===== config.mk =====
export PLATFORM = sky130hd
export DESIGN_NAME = alu_arbiter
export DESIGN_NICKNAME = d
export VERILOG_FILES = /design/src/rtl/alu_arbiter.sv
export SDC_FILE = /design/constraint.sdc
export NUM_CORES = 1
export LEC_CHECK = 0
export CAP_MARGIN = 10
export CORE_MARGIN = 2
export CORE_UTILIZATION = 41
export CTS_CLUSTER_DIAMETER = 120
export DETAILED_ROUTE_END_ITERATION = 7
export PLACE_DENSITY = 0.85
export SYNTH_ARGS = -nofsm -noshare
export SYNTH_HDL_FRONTEND = slang
export SYNTH_SLANG_ARGS = --single-unit

===== constraint.sdc =====
create_clock -name clk -period 2.5 [get_ports clk]
set_clock_uncertainty 0.15 [all_clocks]
set_input_delay 0.375 -clock clk [delete_from_list [all_inputs] [get_ports clk]]
set_output_delay 0.375 -clock clk [all_outputs]
set_load 0.005 [all_outputs]

===== src/rtl/alu_arbiter.sv =====
// Round-robin front end that lets two requesters share one combinational ALU.
// Accepts one op at a time, registers the ALU result and returns it tagged with the requester id.
module alu_arbiter #(
    parameter int                DATA_W = 8,
    parameter int                OP_W   = 3,
    parameter logic [OP_W-1:0]   BAD_OP = 3'b111
) (
    input  logic              clk,
    input  logic              rst,
    input  logic              r0_valid,
    output logic              r0_ready,
    input  logic [DATA_W-1:0] r0_a,
    input  logic [DATA_W-1:0] r0_b,
    input  logic [OP_W-1:0]   r0_op,
    input  logic              r1_valid,
    output logic              r1_ready,
    input  logic [DATA_W-1:0] r1_a,
    input  logic [DATA_W-1:0] r1_b,
    input  logic [OP_W-1:0]   r1_op,
    output logic [DATA_W-1:0] alu_a,
    output logic [DATA_W-1:0] alu_b,
    output logic [OP_W-1:0]   alu_op,
    input  logic [DATA_W-1:0] alu_out,
    output logic              rsp_valid,
    input  logic              rsp_ready,
    output logic [DATA_W-1:0] rsp_data,
    output logic              rsp_id,
    output logic              rsp_err,
    output logic              busy
);

    typedef enum logic [1:0] {IDLE, ISSUE, RESP} state_t;

    state_t              state_q, state_d;
    logic                last_q, last_d;
    logic                id_q, id_d;
    logic [DATA_W-1:0]   alu_a_q, alu_a_d;
    logic [DATA_W-1:0]   alu_b_q, alu_b_d;
    logic [OP_W-1:0]     alu_op_q, alu_op_d;
    logic                rsp_valid_q, rsp_valid_d;
    logic [DATA_W-1:0]   rsp_data_q, rsp_data_d;
    logic                rsp_id_q, rsp_id_d;
    logic                rsp_err_q, rsp_err_d;
    logic                gnt;
    logic                gnt_vld;
    logic                bad_op;

    // On a tie the requester that did not win last time is chosen.
    assign gnt     = (r0_valid && r1_valid) ? ~last_q : r1_valid;
    assign gnt_vld = r0_valid || r1_valid;
    assign bad_op  = (alu_op_q == BAD_OP);

    always_comb begin
        state_d     = state_q;
        last_d      = last_q;
        id_d        = id_q;
        alu_a_d     = alu_a_q;
        alu_b_d     = alu_b_q;
        alu_op_d    = alu_op_q;
        rsp_valid_d = rsp_valid_q;
        rsp_data_d  = rsp_data_q;
        rsp_id_d    = rsp_id_q;
        rsp_err_d   = rsp_err_q;
        r0_ready    = 1'b0;
        r1_ready    = 1'b0;

        case (state_q)
            IDLE: begin
                if (gnt_vld && !rst) begin
                    r0_ready = ~gnt;
                    r1_ready = gnt;
                    alu_a_d  = gnt ? r1_a  : r0_a;
                    alu_b_d  = gnt ? r1_b  : r0_b;
                    alu_op_d = gnt ? r1_op : r0_op;
                    id_d     = gnt;
                    last_d   = gnt;
                    state_d  = ISSUE;
                end
            end
            ISSUE: begin
                // ALU inputs have been stable for a full cycle; capture its output.
                rsp_data_d  = bad_op ? '0 : alu_out;
                rsp_err_d   = bad_op;
                rsp_id_d    = id_q;
                rsp_valid_d = 1'b1;
                state_d     = RESP;
            end
            RESP: begin
                if (rsp_ready) begin
                    rsp_valid_d = 1'b0;
                    state_d     = IDLE;
                end
            end
            default: state_d = IDLE;
        endcase
    end

    always_ff @(posedge clk) begin
        if (rst) begin
            state_q     <= IDLE;
            last_q      <= 1'b1;
            id_q        <= 1'b0;
            alu_a_q     <= '0;
            alu_b_q     <= '0;
            alu_op_q    <= '0;
            rsp_valid_q <= 1'b0;
            rsp_data_q  <= '0;
            rsp_id_q    <= 1'b0;
            rsp_err_q   <= 1'b0;
        end else begin
            state_q     <= state_d;
            last_q      <= last_d;
            id_q        <= id_d;
            alu_a_q     <= alu_a_d;
            alu_b_q     <= alu_b_d;
            alu_op_q    <= alu_op_d;
            rsp_valid_q <= rsp_valid_d;
            rsp_data_q  <= rsp_data_d;
            rsp_id_q    <= rsp_id_d;
            rsp_err_q   <= rsp_err_d;
        end
    end

    assign alu_a     = alu_a_q;
    assign alu_b     = alu_b_q;
    assign alu_op    = alu_op_q;
    assign rsp_valid = rsp_valid_q;
    assign rsp_data  = rsp_data_q;
    assign rsp_id    = rsp_id_q;
    assign rsp_err   = rsp_err_q;
    assign busy      = (state_q != IDLE);

endmodule

==> flow_metrics.py <==
metrics = {
    "drt": {
        "drtAntennaViolNets": 0,
        "wl_per_cell_um": 14.57,
        "dr_wl_met3_um": 263,
        "post-route-drc-count": 0,
        "vias": 1525,
        "viasPerCell": 5.295,
        "wirelength_um": 4196,
        "drt_iter0_drc": 76,
        "wl_met2_um": 2058,
        "drt_pass1_iterations": 4,
        "topRoutingLayerUsed": "met4",
        "wl_met1_um": 1742,
    },
    "critical_path": {
        "crit_family": "buffers and inverters",
        "crit_top_cell": "clkdlybuf4s50_1",
        "cp-startpoint": "r0_valid",
        "worstPathCellList": "clkdlybuf4s50_1, a21boi_4, nor4_1, clkdlybuf4s50_1",
        "cp-end-kind": "primary output",
        "timing.rr.start": "state_q[0]$_SDFFE_PP0P_",
        "r2r-end": "rsp_data[4]$_SDFFE_PP0P_",
        "critPathRequiredTime_ns": 1.98,
        "arrival_ns": 1.84,
        "criticalPathCategory": "in2out",
        "worstRegToRegCells": 3,
        "critical_path_buf_inv_count": 2,
        "cp.depth": 4,
        "cp_slowest_cell": "clkdlybuf4s50_1",
        "rrSetupSlack_ns": 0.86,
        "cp-start-kind": "input port",
        "crit_path_end": "r0_ready",
        "cp_max_fo": 4,
        "crit_path_max_incr_delay_ns": 0.58,
    },
    "yosys": {
        "synth_most_common_cell": "dfxtp_1",
        "synth-seq-cells": 34,
        "synth.net_count": 208,
        "synthAdderAreaFrac_pct": 0,
        "synth_area_leader_cell": "dfxtp_1",
        "synth_top_area_share_pct": 45.26,
        "synthFlopType": "dfxtp_1",
        "ys_types": 27,
        "ys_async_sr_fraction_pct": 0,
        "synth_area_leaders": "dfxtp_1 (45%), mux2i_1 (13%), a211oi_1 (8.5%)",
        "synth-warning-count": 0,
        "post_synth.cell_area_avg_um2": 9.579,
        "yosys-mux-area-fraction_pct": 12.65,
        "synthSimpleGateAreaFrac_pct": 11.90,
        "synth_commonest_cells": "dfxtp_1 (34), mux2i_1 (19), a211oi_1 (17), a31oi_1 (17), a21oi_1 (15)",
        "synthXorXnorAreaFrac_pct": 0,
        "synth_area_um2": 1504,
        "synth_edf_count": 0,
        "ys_seq_area_share_pct": 45.26,
        "synth_cells": 157,
        "synth_top_family_by_area": "compound AO/OA/AOI/OAI gates",
        "synth_compound_area_share_pct": 23.96,
    },
    "outcome": {
        "status": "finished clean",
    },
    "floorplanning": {
        "die_y_um": 64.57,
        "die_area_um2": 4169,
        "ios": 84,
        "start_util_pct": 41.71,
        "die_x_um": 64.57,
        "std_cell_rows": 22,
        "core_area_um2": 3606,
    },
    "run": {
        "maxCapViolations": 0,
    },
    "grt": {
        "grt_pass1_wl_um": 6789,
        "grt.overflow.total": 0,
        "grt_max_degree": 31,
        "grt.total_usage_pct": 21.07,
        "antenna_found_initial": 0,
        "grt_pass1_vias": 1490,
    },
    "power_and_ir_drop": {
        "peakVddDrop_uv": 294.3,
        "netSwitchingFraction_pct": 26.49,
        "p_seq_share_pct": 45.5,
        "p_sw_w": 0.0003619,
        "clkPwrFrac_pct": 27.3,
        "p_per_area_nw_per_um2": 560.4,
        "intPower_w": 0.001004,
        "total_power_w": 0.001366,
        "combPwrFrac_pct": 27.2,
        "leakage_nw": 0.8692,
    },
    "timing": {
        "fin_crit_ns": 2.365,
        "timing.fmax_mhz": 422.9,
        "setup_viol": 0,
        "worstMarginPinSlew_ns": 0.7477,
        "fin_crit_sh_pct": 94.59,
        "rsz0062_at_grt": "false",
        "maxSlewViolCount": 0,
        "hold_slack_ns": 0.3051,
        "hold_violations": 0,
        "maxSlewHeadroom_pct": 50.05,
        "tns_ns": 0,
    },
    "finish": {
        "fin_nets": 291,
        "fill_cells": 307,
        "antenna_cells": 0,
        "final_cells": 288,
        "area_delta_synth_final_pct": 62.06,
        "drive_gt1_share_pct": 7.083,
    },
    "cts": {
        "clkLatencyLatePin_ns": 0.28,
        "htree_levels": 2,
        "ctsResizeCount": 0,
        "path_clk_slew_ns": 0.06,
        "clockBufferDepth": 2,
        "numCtsBuffers": 5,
        "post-cts-setup-buffers": 0,
        "cts.sinks": 34,
        "cts_tree": "built",
        "root_buffer": "clkbuf_8",
        "postCtsHoldBufs": 0,
    },
    "placement": {
        "dp.cells": 281,
        "globalplace.congestion": 0.7075,
        "hpwl_um": 3057,
        "portBuffers": 83,
    },
    "hold_path": {
        "holdCritPathClass": "reg2reg",
    },
}
[worst register-to-register path: stages (launching register included)]
cell and delay (ns):
dfxtp_1 0.42, nor2b_1 0.64, nand3_1 0.16, a21oi_1 0.20
[kinds of logic after synthesis]
family | count (synthesis)
multiplexers | 19
AO/OA/AOI/OAI | 55
buffers and inverters | 16
flip-flops | 34
AND/OR/NAND/NOR | 33
[worst min path at each step]
| stage | from | end | slack [ns] | depth (start not counted) |
|---|---|---|---|---|
| 5_1_grt | rsp_data[0]$_SDFFE_PP0P_ | rsp_data[0]$_SDFFE_PP0P_ | 0.33 | 2 |
| 6_report | rsp_data[7]$_SDFFE_PP0P_ | rsp_data[7]$_SDFFE_PP0P_ | 0.31 | 2 |
| 3_5_place_dp | rsp_data[7]$_SDFFE_PP0P_ | rsp_data[7]$_SDFFE_PP0P_ | 0.30 | 2 |
| 3_3_place_gp | rsp_data[3]$_SDFFE_PP0P_ | rsp_data[3]$_SDFFE_PP0P_ | 0.29 | 2 |
| 2_1_floorplan | id_q$_SDFFE_PP0P_ | rsp_id$_SDFFE_PP0P_ | 0.28 | 2 |
| 4_1_cts | rsp_data[7]$_SDFFE_PP0P_ | rsp_data[7]$_SDFFE_PP0P_ | 0.31 | 2 |
[registers in the layout, summed over array words and instances, names as in the netlist]
| register | flops |
|---|---|
| alu_b | 8 |
| last_q | 1 |
| state_q | 2 |
| id_q | 1 |
| rsp_err | 1 |
| rsp_id | 1 |
| rsp_valid | 1 |
| alu_op | 3 |
| alu_a | 8 |
| rsp_data | 8 |
[cell usage in the layout, fill, tap and decap left out]
master,n
a21boi_4,1
and2_1,1
or3b_2,1
a211oi_1,17
clkinv_1,1
clkbuf_8,5
buf_4,7
inv_2,1
o21ai_0,3
nor4_1,1
nor2_1,1
nand2_1,11
or2_0,1
nor3_1,1
nand3_1,11
nor3_4,1
nor2b_1,2
a31oi_1,17
clkbuf_1,2
a311oi_1,2
dfxtp_1,34
a21oi_1,15
clkdlybuf4s50_1,83
nor2_4,1
mux2i_1,19
nand2b_1,1
[power by group through the flow]
stage | combinational [W] | sequential (W) | clock (W)
after global placement | 0.000365 | 0.000630 | 0
after floorplan | 0.000165 | 0.000634 | 0
final | 0.000371 | 0.000621 | 0.000373
after CTS | 0.000374 | 0.000622 | 0.000377
after detailed placement | 0.000372 | 0.000633 | 0
after global routing | 0.000403 | 0.000627 | 0.000406
[metrics by stage]
stage | util, % | worst slack [ns] | area, µm²
finish | 67.59 | 0.1353 | 2437
global placement | 65.48 | 0.1227 | 2361
global route | 67.59 | 0.04722 | 2437
detailed placement | 65.48 | 0.1437 | 2361
floorplan | - | 0.9316 | 1504
CTS | 67.59 | 0.1240 | 2437
[final cells by class]
| class | count | area, µm² | area share, % |
|---|---|---|---|
| Timing Repair Buffer | 90 | 883.3 | 36.24 |
| Multi-Input combinational cell | 107 | 729.5 | 29.93 |
| Sequential cell | 34 | 680.7 | 27.93 |
| Clock buffer | 7 | 76.32 | 3.131 |
| Tap cell | 48 | 60.06 | 2.464 |
| Inverter | 2 | 7.507 | 0.3080 |
[routing by layer]
| metal | track usage (%) | up-vias |
|---|---|---|
| li1 | - | 750 |
| met1 | 23.84 | 697 |
| met2 | 35.42 | 65 |
| met3 | 6.771 | 13 |
| met4 | 10.90 | 0 |
| met5 | 0 | - |
Note: power is estimated with default switching activity, not from simulation.
